$ cat config.mk
export PLATFORM = sky130hd
export DESIGN_NAME = key_input_scan_flat
export DESIGN_NICKNAME = d
export VERILOG_FILES = /design/src/rtl/key_input_scan_if.sv /design/src/rtl/key_input_scan.sv /design/src/flat_wrapper.sv
export SDC_FILE = /design/constraint.sdc
export NUM_CORES = 1
export LEC_CHECK = 0
export ABC_CLOCK_PERIOD_IN_PS = 2000
export CAP_MARGIN = 10
export CORE_MARGIN = 10
export CORE_UTILIZATION = 56
export CTS_CLUSTER_DIAMETER = 60
export CTS_CLUSTER_SIZE = 28
export DETAILED_ROUTE_END_ITERATION = 16
export PLACE_DENSITY = 0.82
export RECOVER_POWER = 100
export SLEW_MARGIN = 20
export SYNTH_ARGS = -nofsm -noshare
export SYNTH_HDL_FRONTEND = slang
export SYNTH_SLANG_ARGS = --single-unit
$ cat constraint.sdc
create_clock -name clk -period 2 [get_ports clk]
set_input_delay 0.2 -clock clk [delete_from_list [all_inputs] [get_ports clk]]
set_output_delay 0.2 -clock clk [all_outputs]
set_load 0.02 [all_outputs]
$ cat src/rtl/key_input_scan_if.sv
// Key bundle between the raw push-button pins and the debounced event consumers.
// Ports: key_n (raw, active-low) plus key_state/key_press/key_release/key_long.
// master drives key_n and observes the events; slave is the scanner side.
interface key_input_scan_if #(
  parameter int N_KEYS = 4
);
  logic [N_KEYS-1:0] key_n;        // raw buttons, asynchronous, 0 = pressed
  logic [N_KEYS-1:0] key_state;    // debounced level, 1 = pressed
  logic [N_KEYS-1:0] key_press;    // one-cycle pulse on 0->1 of key_state
  logic [N_KEYS-1:0] key_release;  // one-cycle pulse on 1->0 of key_state
  logic [N_KEYS-1:0] key_long;     // one-cycle pulse once a press is held LONG_CYCLES

  modport master (
    output key_n,
    input  key_state,
    input  key_press,
    input  key_release,
    input  key_long
  );

  modport slave (
    input  key_n,
    output key_state,
    output key_press,
    output key_release,
    output key_long
  );
endinterface

$ cat src/rtl/key_input_scan.sv
// Push-button scanner: 2-flop sync, per-key debounce, press/release/long-press pulses.
// Latency: key_n settled before edge k -> key_state/key_press at edge k+1+DB_CYCLES;
//   key_long at edge k+1+DB_CYCLES+LONG_CYCLES. No backpressure: pulses are fire-and-forget.
// Ports: clk, rst_n (async, active-low), kif (slave side of key_input_scan_if).
// DB_CYCLES must be >= 2 and LONG_CYCLES must exceed DB_CYCLES.
module key_input_scan #(
  parameter int N_KEYS      = 4,
  parameter int DB_CYCLES   = 1_000_000,
  parameter int LONG_CYCLES = 100_000_000
) (
  input  logic            clk,
  input  logic            rst_n,
  key_input_scan_if.slave kif
);

  localparam int DBW = $clog2(DB_CYCLES);
  localparam int HW  = $clog2(LONG_CYCLES + 1);

  localparam logic [DBW-1:0] DB_LAST   = DBW'(DB_CYCLES - 1);
  localparam logic [HW-1:0]  HOLD_MAX  = HW'(LONG_CYCLES);
  localparam logic [HW-1:0]  HOLD_PRE  = HW'(LONG_CYCLES - 1);

  logic [N_KEYS-1:0] s1;
  logic [N_KEYS-1:0] s2;
  logic [N_KEYS-1:0] state_q;
  logic [N_KEYS-1:0] press_q;
  logic [N_KEYS-1:0] rel_q;
  logic [N_KEYS-1:0] long_q;
  logic [DBW-1:0]    db_cnt   [N_KEYS];
  logic [HW-1:0]     hold_cnt [N_KEYS];

  logic [N_KEYS-1:0] smp;
  logic [N_KEYS-1:0] tog;

  // smp is the synchronised sample in pressed-high polarity; tog marks the edge
  // at which the debounced level flips (disagreement has lasted DB_CYCLES cycles).
  always_comb begin
    smp = ~s2;
    tog = '0;
    for (int i = 0; i < N_KEYS; i++) begin
      tog[i] = (smp[i] != state_q[i]) && (db_cnt[i] == DB_LAST);
    end
  end

  always_ff @(posedge clk or negedge rst_n) begin
    if (!rst_n) begin
      s1      <= '1;
      s2      <= '1;
      state_q <= '0;
      press_q <= '0;
      rel_q   <= '0;
      long_q  <= '0;
      for (int i = 0; i < N_KEYS; i++) begin
        db_cnt[i]   <= '0;
        hold_cnt[i] <= '0;
      end
    end else begin
      s1 <= kif.key_n;
      s2 <= s1;
      for (int i = 0; i < N_KEYS; i++) begin
        // Debounce: any agreeing sample restarts the count.
        if (smp[i] == state_q[i]) begin
          db_cnt[i] <= '0;
        end else if (tog[i]) begin
          db_cnt[i] <= '0;
        end else begin
          db_cnt[i] <= db_cnt[i] + DBW'(1);
        end

        if (tog[i]) begin
          state_q[i] <= ~state_q[i];
        end
        // Event pulses land on the same edge as the level change.
        press_q[i] <= tog[i] & ~state_q[i];
        rel_q[i]   <= tog[i] &  state_q[i];

        // Hold counter: idle while released, cleared on the release edge,
        // saturates so the long pulse can only fire once per press.
        if (!state_q[i] || tog[i]) begin
          hold_cnt[i] <= '0;
        end else if (hold_cnt[i] != HOLD_MAX) begin
          hold_cnt[i] <= hold_cnt[i] + HW'(1);
        end
        long_q[i] <= state_q[i] & ~tog[i] & (hold_cnt[i] == HOLD_PRE);
      end
    end
  end

  assign kif.key_state   = state_q;
  assign kif.key_press   = press_q;
  assign kif.key_release = rel_q;
  assign kif.key_long    = long_q;

endmodule

$ cat src/flat_wrapper.sv
// flat-port wrapper written by rule: the top's interface ports become plain ports
module key_input_scan_flat 
#(
  parameter int N_KEYS      = 4,
  parameter int DB_CYCLES   = 1_000_000,
  parameter int LONG_CYCLES = 100_000_000
)
  (clk, rst_n, kif_key_n, kif_key_state, kif_key_press, kif_key_release, kif_key_long);
  key_input_scan_if #(.N_KEYS(N_KEYS)) kif_i ();
  input  logic clk;
  input  logic rst_n;
  input wire logic [$bits(kif_i.key_n)-1:0] kif_key_n;
  output wire logic [$bits(kif_i.key_state)-1:0] kif_key_state;
  output wire logic [$bits(kif_i.key_press)-1:0] kif_key_press;
  output wire logic [$bits(kif_i.key_release)-1:0] kif_key_release;
  output wire logic [$bits(kif_i.key_long)-1:0] kif_key_long;
  assign kif_i.key_n = kif_key_n;
  assign kif_key_state = kif_i.key_state;
  assign kif_key_press = kif_i.key_press;
  assign kif_key_release = kif_i.key_release;
  assign kif_key_long = kif_i.key_long;
  key_input_scan #(.N_KEYS(N_KEYS), .DB_CYCLES(DB_CYCLES), .LONG_CYCLES(LONG_CYCLES)) u_core (.clk(clk), .rst_n(rst_n), .kif(kif_i));
endmodule
==> results.cfg <==
[run_status]
status = finished clean

[synthesis]
synthTopCellsByCount = 215 x nor2_1, 204 x dfrtp_1, 103 x xor2_1
synth_edf_count = 0
ys_async_sr_fraction_pct = 100
ys_ff_latch = 212
synth.most_common_cell = nor2_1
synth.avg_cell_area_sq_um = 9.88
seq_area_frac_synth_pct = 51.8
yosys.area.top_type = dfrtp_1
postSynthCellCount = 1039
ys.flop_type = dfrtp_1
ys_types = 44
syn_nets = 1057
yosysTopAreaCellShare_pct = 49.7
yosys_warnings = 0
netlist_top_cells_area = dfrtp_1 50%, xor2_1 8.8%, nor2_1 7.9%, xnor2_1 5.8%, nand3_1 3.4%
synth_area_sq_um = 10300

[power_and_ir_drop]
combPwrFrac_pct = 2.5
p_leak_nw = 4.91
seq_power_share_pct = 54.4
p_total_mw = 7.98
clockPowerShare_pct = 43.1
peakVddDrop_v = 0.000726
p_int_mw = 6.07
p_sw_mw = 1.91
powerDensity_nw_per_um2 = 677
p_sw_share_pct = 23.9

[placement]
place_ws_ns = -0.00860
globalplace.congestion = 0.845
hpwl_um = 13500
placed_area_sq_um = 11300
port-buffer-count = 21
dp_cells = 1337

[worst_hold_path]
hold_depth = 1
worstHoldPathType = primary input to flip-flop

[setup_path]
worstPathRequired_ns = 2.36
crit_path_cell_trace = nor4_2 > nand4_1 > or4_4 > o21ai_4 > buf_12 > nor2_1
crit_arrival_ns = 2.35
cp_max_fo = 28
critPathMaxStageDelay_ns = 0.61
crit_end = u_core.hold_cnt[38]
path_buf_inv = 1
slowest_stage = or4_4
crit_start = u_core.db_cnt[30]
cp_top_family = simple AND/OR/NAND/NOR gates
r2r_start = u_core.db_cnt[30]
start_kind = flip-flop
critPathCaptureType = flip-flop
ff2ff_setup_slack_ns = 0.008
r2r-end = u_core.hold_cnt[38]
worstSetupPathDepth = 6
r2r_cells = 6
crit_type = flip-flop to flip-flop

[timing]
worst_clock_skew_ns = 0.0299
setup_viol_count_final = 0
fin_ws_ns = 0.00774
drv_slew = 0
tns_ns = 0
rsz0062_at_grt = yes
worstMarginPinSlew_ns = 1.00
max_freq_mhz = 502
relSlewSlack_pct = 33.1
post-route-min-period_ns = 1.99
fin_crit_sh_pct = 99.6
hold_viol = 0
hold_ws_ns = 0.241

[drt]
totalWireLength_um = 19700
drc = 0
drtAntennaViolNets = 0
vias = 7553
drt_iter0_markers = 414
drt_first_pass_iters = 5
via_per_inst = 5.52
wire_per_inst_um = 14.4

[floorplan]
core_area_sq_um = 18000
pin_count = 22
rows = 49
die_h_um = 155
die_area_sq_um = 24100
fp.dieW_um = 155
start_util_pct = 57.0

[clocking]
cts_made_buffers = 17
htree_levels = 1
clock_sinks = 212
clk_pin_slew_worst_paths_ns = 0.09
clockBufferDepth = 3
insertion_delay_ns = 0.50
root_buffer = clkbuf_16
tritoncts = yes

[final_layout]
diodes = 0
final_cells = 1368
syn_to_final_growth_pct = 14.9
drive_gt1_share_pct = 11.1
nets = 1148
stdcell_area_sq_um = 11800
fin_util_pct = 65.5

[global_route]
grt_first_pass_wirelength_um = 34200
grt_usage_pct = 16.3
grt_pass1_vias = 7426
grt_max_degree = 75
antenna_found_initial = 0
overflow = 0

[flow_run]
cap_violations = 0
==> timing repair <==
item,4_1_cts,5_1_grt
hold buffers,1,0
gates resized for setup,2,4
setup endpoints to repair,29,96
setup buffers,0,2
endpoints found under the hold margin,65,0
gates cloned,0,0
pin swaps,0,2
==> power by group through the flow <==
stage                     clock network (mW)  logic [mW]  registers [mW]
after floorplan                            0      0.0536            4.42
after global placement                     0       0.225            4.42
after detailed placement                   0       0.230            4.43
after CTS                               3.53       0.233            4.34
after global routing                    3.68       0.233            4.35
final                                   3.44       0.203            4.34
==> worst register-to-register path: stages, from the launching register on <==
cell,delay [ns]
dfrtp_1,0.40
nor4_2,0.29
nand4_1,0.12
or4_4,0.61
o21ai_4,0.19
buf_12,0.18
nor2_1,0.09
==> logic make-up after synthesis <==
kind of cell | after synthesis | synth area share [%]
and+or+nand+nor | 572 | 27.9
DFF | 212 | 51.8
xor gates and xnor gates | 171 | 14.6
buffers and inverters | 45 | 2.33
AOI/OAI and AO/OA | 22 | 1.40
adders and majority gates | 12 | 1.46
muxes | 5 | 0.500
==> cells in the final DEF, fill, tap and decap left out, drive strengths merged, types with 26 or more instances in the layout <==
cell	Yosys	final
and3	35	35
inv	24	30
nand2	80	80
nor2	215	215
buf	14	63
nand3	70	70
clkbuf	7	26
nand4	52	52
xor2	103	103
xnor2	68	68
nor3	31	31
dfrtp	204	204
==> cell type report <==
| type | count | area [sq um] |
|---|---|---|
| Inverter | 24 | 90.1 |
| Multi-Input combinational cell | 782 | 4740 |
| Sequential cell | 212 | 5320 |
| Clock buffer | 17 | 425 |
| Clock inverter | 11 | 146 |
| Timing Repair Buffer | 93 | 798 |
| Fill cell | 1395 | 6230 |
| Tap cell | 229 | 287 |
==> per-layer routing <==
metal	global-route usage (%)	vias up	routed length (um)
met3	2.40	26	601
met5	0	-	0
met2	27.9	101	9720
met1	21.4	3698	8990
met4	3.65	0	374
li1	-	3728	-
==> how the worst min path moves through the flow <==
stage                                 to  slack (ns)         start
4_1_cts                     u_core.s1[0]        0.09  kif_key_n[0]
6_report                    u_core.s1[0]        0.24  kif_key_n[0]
3_3_place_gp           u_core.db_cnt[37]        0.22         rst_n
2_1_floorplan           u_core.db_cnt[0]        -0.1         rst_n
5_1_grt                     u_core.s1[0]        0.24  kif_key_n[0]
3_5_place_dp   u_core.kif.key_release[2]        0.22         rst_n
==> flip-flops by register name, indices dropped and copies added (netlist names) <==
name / cells
u_core.kif.key_press: 4
u_core.s2: 4
u_core.hold_cnt: 108
u_core.s1: 4
u_core.kif.key_release: 4
u_core.kif.key_long: 4
u_core.kif.key_state: 4
u_core.db_cnt: 80
Note: power is estimated with default switching activity, not from simulation.
